==> config.mk <==
export PLATFORM = sky130hd
export DESIGN_NAME = uart_tx_arbiter
export DESIGN_NICKNAME = d
export VERILOG_FILES = /design/src/rtl/uart_tx_arbiter.sv
export SDC_FILE = /design/constraint.sdc
export NUM_CORES = 1
export LEC_CHECK = 0
export CAP_MARGIN = 20
export CORE_ASPECT_RATIO = 0.6
export CORE_UTILIZATION = 51
export CTS_CLUSTER_DIAMETER = 200
export DETAILED_ROUTE_END_ITERATION = 8
export PLACE_DENSITY = 0.8
export SETUP_SLACK_MARGIN = 0.3
export SLEW_MARGIN = 20
export SYNTH_ARGS = -nofsm -noshare
export SYNTH_HDL_FRONTEND = slang
export SYNTH_SLANG_ARGS = --single-unit
==> constraint.sdc <==
create_clock -name clk -period 2.4 [get_ports clk]
set_input_delay 0.48 -clock clk [delete_from_list [all_inputs] [get_ports clk]]
set_output_delay 0.48 -clock clk [all_outputs]
set_load 0.03 [all_outputs]
==> src/rtl/uart_tx_arbiter.sv <==
// Four-requester round-robin arbiter that feeds a single 8N1 UART transmitter.
// One byte is accepted per frame; the line idles high between frames.
module uart_tx_arbiter #(
  parameter int BAUD_RATE     = 9600,
  parameter int CLOCK_FREQ_HZ = 12000000
) (
  input  logic        clk,
  input  logic        resetn,
  input  logic [3:0]  req,
  input  logic [31:0] data,
  output logic [3:0]  grant,
  output logic        busy,
  output logic [1:0]  cur_id,
  output logic        done,
  output logic        TX
);

  localparam int BIT_PERIOD = CLOCK_FREQ_HZ / BAUD_RATE;
  localparam int CW = $clog2(BIT_PERIOD) + 1;
  localparam logic [CW-1:0] CNT_LAST = CW'(BIT_PERIOD - 1);

  typedef enum logic [1:0] {
    IDLE,
    START,
    DATA,
    STOP
  } state_t;

  state_t        state;
  logic [CW-1:0] cnt;
  logic [2:0]    bit_idx;
  logic [7:0]    shreg;
  logic [1:0]    ptr;
  logic [1:0]    win;
  logic [1:0]    idx;
  logic          any_req;
  logic          bit_end;

  assign any_req = |req;
  assign bit_end = (cnt == CNT_LAST);

  // Scan from ptr+4 down to ptr+1 so the nearest requester after ptr wins.
  always_comb begin
    win = ptr;
    idx = '0;
    for (int k = 4; k >= 1; k--) begin
      idx = ptr + 2'(k);
      if (req[idx]) win = idx;
    end
  end

  always_comb begin
    grant = '0;
    if (resetn && state == IDLE && any_req)
      grant = 4'(1) << win;
  end

  always_ff @(posedge clk or negedge resetn) begin
    if (!resetn) begin
      state   <= IDLE;
      TX      <= 1'b1;
      busy    <= 1'b0;
      done    <= 1'b0;
      cur_id  <= '0;
      ptr     <= 2'd3;
      shreg   <= '0;
      cnt     <= '0;
      bit_idx <= '0;
    end else begin
      case (state)
        IDLE: begin
          done <= 1'b0;
          TX   <= 1'b1;
          cnt  <= '0;
          if (any_req) begin
            shreg   <= data[8*win +: 8];
            cur_id  <= win;
            ptr     <= win;
            state   <= START;
            TX      <= 1'b0;
            busy    <= 1'b1;
            bit_idx <= '0;
          end
        end
        START: begin
          if (bit_end) begin
            cnt     <= '0;
            state   <= DATA;
            bit_idx <= '0;
            TX      <= shreg[0];
          end else begin
            cnt <= cnt + CW'(1);
          end
        end
        DATA: begin
          if (bit_end) begin
            cnt <= '0;
            if (bit_idx == 3'd7) begin
              state <= STOP;
              TX    <= 1'b1;
              done  <= (BIT_PERIOD == 1);
            end else begin
              bit_idx <= bit_idx + 3'd1;
              TX      <= shreg[1];
              shreg   <= {1'b0, shreg[7:1]};
            end
          end else begin
            cnt <= cnt + CW'(1);
          end
        end
        STOP: begin
          if (bit_end) begin
            cnt     <= '0;
            state   <= IDLE;
            busy    <= 1'b0;
            done    <= 1'b0;
            bit_idx <= '0;
          end else begin
            cnt  <= cnt + CW'(1);
            done <= (cnt + CW'(1) == CNT_LAST);
          end
        end
      endcase
    end
  end

endmodule

# --- Word-level counts from Yosys, hierarchy flattened ---
# Cells that the tools add are included.
op_classes:
  addsub: 5
  order_cmp: 3
  eq_ne: 13
  shift: 2
  muxes: 39
  reduce_logical: 17
ops:
  columns: ["op", "n"]
  rows:
  - ["variable part select 32 x 6 -> 8 bit", 1]
  - ["== test 12 x 11 -> 1 bit, second input constant", 2]
  - ["two-way mux 8 bit", 3]
  - ["one-hot mux 12 bit (2 select lines)", 1]
  - ["two-way mux 2 bit", 8]
  - ["one-hot mux 8 bit (2 select lines)", 1]
  - ["adder 12 x 1 -> 12 bit, second input constant", 1]
  - ["two-way mux 1 bit", 12]
  - ["two-way mux 12 bit", 1]
  - ["two-way mux 3 bit", 4]
  - ["inequality test 2 bit, second input constant", 6]
  - ["< comparator 2 x 3 -> 1 bit, second input constant", 3]
  - ["one-hot mux 3 bit (3 select lines)", 1]
  - ["AND reduction 3 bit", 3]
  - ["one-hot mux 2 bit (4 select lines)", 1]
  - ["AND reduction 4 bit", 2]
  - ["binary-select mux 1 bit (select 2 bit)", 3]
  - ["one-hot mux 1 bit (3 select lines)", 2]
  - ["nonzero test 3 bit", 2]
  - ["AND reduction 5 bit", 1]
  - ["adder 2 bit, second input constant", 2]
  - ["== test 2 bit, second input constant", 2]
  - ["two-way mux 4 bit", 1]
  - ["nonzero test 2 bit", 2]
  - ["13 further kinds", 14]
word_totals:
  reg_bits: 32
  in_bits: 38
  elab_cells: 88

# --- Longest topological paths before layout ---
depth:
  ltp_word: 9
  ltp_mapped: 9

# --- Worst setup path before layout ---
# Ideal clock, no wire load.
synth_path:
  kind: "input-to-output"
  start: "input port req[3]"
  end: "output port grant[0]"
  arrival_ps: 2097
  slack_ps: -177
  path_stages: 6
  n_path_buf: 1
  path_cell_list: "nor2b_1 -> a21o_1 -> a221oi_2 -> buf_2 -> inv_1 -> nor3_1"
synth_via:
  elab_chain_cells: 7
  elab_cells_between_ends: 13
  classes_between: "shift (1); mux (10); reduce/logical (2)"
synth_lines:
  columns: ["item", "line_no", "source"]
  rows:
  - ["start, declared", "9", "input logic [3:0] req,"]
  - ["binary-select mux 1 bit (select 2 bit)", "48", "if (req[idx]) win = idx;"]
  - ["two-way mux 1 bit (not written as such)", "48", null]
  - ["two-way mux 2 bit (3 in series)", "48", null]
  - ["<< shifter 1 x 2 -> 4 bit", "55", "grant = 4'(1) << win;"]
  - ["two-way mux 4 bit *", "54", "if (resetn && state == IDLE && any_req)"]
  - ["end, declared", "11", "output logic [3:0] grant,"]
# Every way passes the cells marked *; elsewhere a longest branch is shown, timed or not. The select of a mux whose other input is x is not followed.

# --- Worst setup path after layout ---
layout_path:
  start: "input port req[2]"
  end: "output port grant[0]"
# The elaborated chain is that of the path after synthesis.

==> key figures <==
Finish
  • Area Growth Syn to Fin: 38.7%
  • Ant. Diodes: 0
  • Layout cell share with drive strength beyond 1: 28.9%
  • Register area: 811 um2
  • Layout fillers: 280
  • Finished layout cell area: 0.00312 mm2
  • Fin util: 75.0%
  • Final nets: 355
  • Multi-input logic area: 0.00145 mm2

Logic synthesis
  • Xor/xnor cell area share of the yosys netlist: 3.89%
  • Post-synthesis compound-gate area fraction: 14.6%
  • Synth Area in Adders: 5.56%
  • FFs w/ async S/R, synth: 100%
  • Seq/Total Area, Yosys: 35.7%
  • Syn. warnings: 0
  • Synthesized area: 0.00225 mm2
  • Top cells by count, synth: dfrtp_1, nor2_1, nand2_1, mux2i_1, o21ai_0
  • Synthesis-stage register bit count: 32
  • Most common cell in the synthesized netlist: dfrtp_1
  • Simple-Gate Fraction of Synth Area: 22.2%
  • Multiplexer share of the synthesized area: 13.2%
  • Yosys cell types: 53
  • Syn Inst Count: 241
  • Post-synth top area share: 32.2%
  • Synth area leaders: dfrtp_1, mux2i_1, ha_1
  • Post-synth EDFFs: 0
  • Syn Area/Cell: 9.34 um2
  • Synthesized Nets: 289
  • Synth Flop Type: dfrtp_1
  • Synth area leader: dfrtp_1
  • Main combinational cell family by area after synthesis: simple AND/OR/NAND/NOR gates

Clock network
  • Clock root cell: clkbuf_8
  • Hold buffers post-CTS: 0
  • Num CTS Buffers: 5
  • Clock sink count: 32
  • Worst-Skew Late Latency: 0.29 ns
  • Maximum clock insertion buffer count: 2
  • H-Tree Depth: 2
  • Clock-pin slew on the worst setup and hold paths: 0.06 ns
  • CTS tree: yes

Floorplan
  • Core Rows: 18
  • Die area: 0.00469 mm2
  • Top Ports: 47
  • Die extent in y: 53.5 um
  • Starting Density: 54.0%
  • Die width: 87.8 um
  • Total core area: 0.00417 mm2

Critical path
  • Worst endpoint required time: 1.92 ns
  • CP cell instances: dlygate4sd2_1 > buf_4 > o21ai_0 > o21ai_2 > buf_4 > nor3_4 > buf_6
  • Worst reg2reg setup slack: 0.32 ns
  • Arrival time at the worst endpoint: 1.79 ns
  • Max FO, Critical Path: 5
  • CP endpoint kind: output pin
  • Slowest-stage cell, CP: o21ai_0
  • CP startpoint kind: input port
  • Most used cell, CP: buf_4
  • Setup CP Type: in -> out
  • CP max stage delay: 0.29 ns

Pwr
  • Gate power share: 58.2%
  • Peak supply drop: 0.671 mV
  • Power Dens Cells: 1020 mW/mm2
  • P_int: 1.87 mW
  • Final Total Pwr: 3.18 mW
  • Sw power: 1.32 mW
  • Pleak: 1.34 nW
  • Clock share of power: 13.6%
  • Reg power frac: 28.2%
  • Sw Ratio: 41.3%

STA
  • Slew margin rel.: 72.4%
  • Fin crit period: 2.27 ns
  • Worst hold slack: 0.484 ns
  • Fin crit share: 94.6%
  • Hold Violations, Final: 0
  • Worst-Margin Slew: 0.414 ns
  • Unrepaired setup endpoints after global routing: true
  • Final Slew Violations: 0
  • Max frequency: 441 MHz
  • Setup TNS: 0 ns
  • Final setup violating endpoints: 0
  • Clock skew after layout: 0.00402 ns

GRT
  • Total track usage: 25.6%
  • First-pass GRT wire length: 8940 um
  • Vias in the first global route: 1822
  • Gr ovfl total: 0
  • Maximum number of pins on one net before global-route repair: 33
  • Initial antenna violation count: 0

Flow run
  • Maxcap violations: 0

Worst hold path
  • Type of the tightest min-delay check: reg -> reg

Placed design
  • GP Congestion: 0.827
  • Final HPWL DP: 3990 um
  • Post-DP Area: 0.00286 mm2
  • # port buffers: 46

Routing
  • Final WL: 5840 um
  • Routed vias: 2074
  • Vias per inst: 5.64
  • First-pass DRT Iterations: 5
  • DRC violations left: 0
  • Initial DRC count: 138
  • Routed len/inst: 15.9 um
  • Antenna Nets Post-Route: 0

Run status
  • Status: complete, no violations
through the flow:
| stage | worst slack (ns) | cells |
|---|---|---|
| after floorplan | 0.234 | 241 |
| after global placement | -0.138 | 349 |
| after detailed placement | -0.147 | 349 |
| after CTS | 0.179 | 362 |
| after global routing | 0.0610 | 368 |
| final | 0.130 | 368 |
state kept, by name (all words and copies together) (netlist names):
| name | count |
|---|---|
| cnt | 12 |
| shreg | 8 |
| bit_idx | 3 |
| cur_id | 2 |
| ptr | 2 |
| state | 2 |
| TX | 1 |
| busy | 1 |
| done | 1 |
placed cells by master, fill, tap and decap left out, drive strengths merged, types with 3 or more instances in the layout:
cell type / Yosys / routed
dfstp: 3 / 3
nor2: 28 / 28
nand4: 3 / 3
nand2: 20 / 20
a22o: 3 / 3
dfrtp: 29 / 29
nand3: 6 / 6
o21ai: 19 / 19
clkdlybuf4s50: 0 / 38
mux2i: 18 / 18
and3: 7 / 7
nand2b: 4 / 4
a21boi: 3 / 3
mux2: 10 / 10
a21oi: 11 / 11
inv: 8 / 8
nor4: 3 / 3
or4: 3 / 3
xnor2: 8 / 8
or2: 3 / 3
buf: 11 / 30
a31oi: 6 / 6
clkbuf: 2 / 8
ha: 10 / 10
nor3: 4 / 4
layout make-up:
type	count	share of cell area, %
Inverter	8	0.962
Multi-Input combinational cell	188	46.3
Sequential cell	32	26.0
Tap cell	60	2.40
Timing Repair Buffer	72	21.5
Clock buffer	8	2.88
power groups by stage:
stage          Clock [mW]  Combinational (mW)  Sequential, mW
2_1_floorplan           0                1.15           0.890
3_3_place_gp            0                1.55           0.897
3_5_place_dp            0                1.59           0.907
4_1_cts             0.438                1.71           0.899
5_1_grt             0.462                2.01           0.914
6_report            0.433                1.85           0.899
kinds of logic after synthesis:
family / after synthesis
multiplexers: 28
flip-flops: 32
AND/OR/NAND/NOR: 89
adder cells (fa/ha/maj): 10
AO/OA/AOI/OAI: 51
buffers and inverters: 21
XOR/XNOR: 10
path summary, 6_finish.rpt:
check	depth (start not counted)	end	from
worst min register to register	2	TX$_DFFE_PN1P_	TX$_DFFE_PN1P_
worst max-delay path	7	grant[0]	req[2]
min in group asynchronous	2	busy$_DFFE_PN0P_	resetn
worst min-delay path	2	TX$_DFFE_PN1P_	TX$_DFFE_PN1P_
worst max register to register	8	shreg[0]$_DFFE_PN0P_	ptr[0]$_DFFE_PN1P_
max in group asynchronous	2	ptr[1]$_DFFE_PN1P_	resetn
metal layers:
metal	GRT usage, %	part of all wire, %	up-vias
met3	5.15	6.3	3
met2	40.4	47	79
li1	-	-	985
met4	4.92	0.31	0
met5	0	0	-
met1	36.3	47	1007
critical path, delay by kind of cell:
family                 cells  cell delay [ns]
AND/OR/NAND/NOR            1             0.16
AO/OA/AOI/OAI              2             0.44
buffers and inverters      4             0.71
repair_timing:
action,4_1_cts,5_1_grt
setup buffers,5,6
pin swaps,6,4
resized for setup,21,13
endpoints found under the setup margin,12,16
Power figures use the tool's default switching activity.
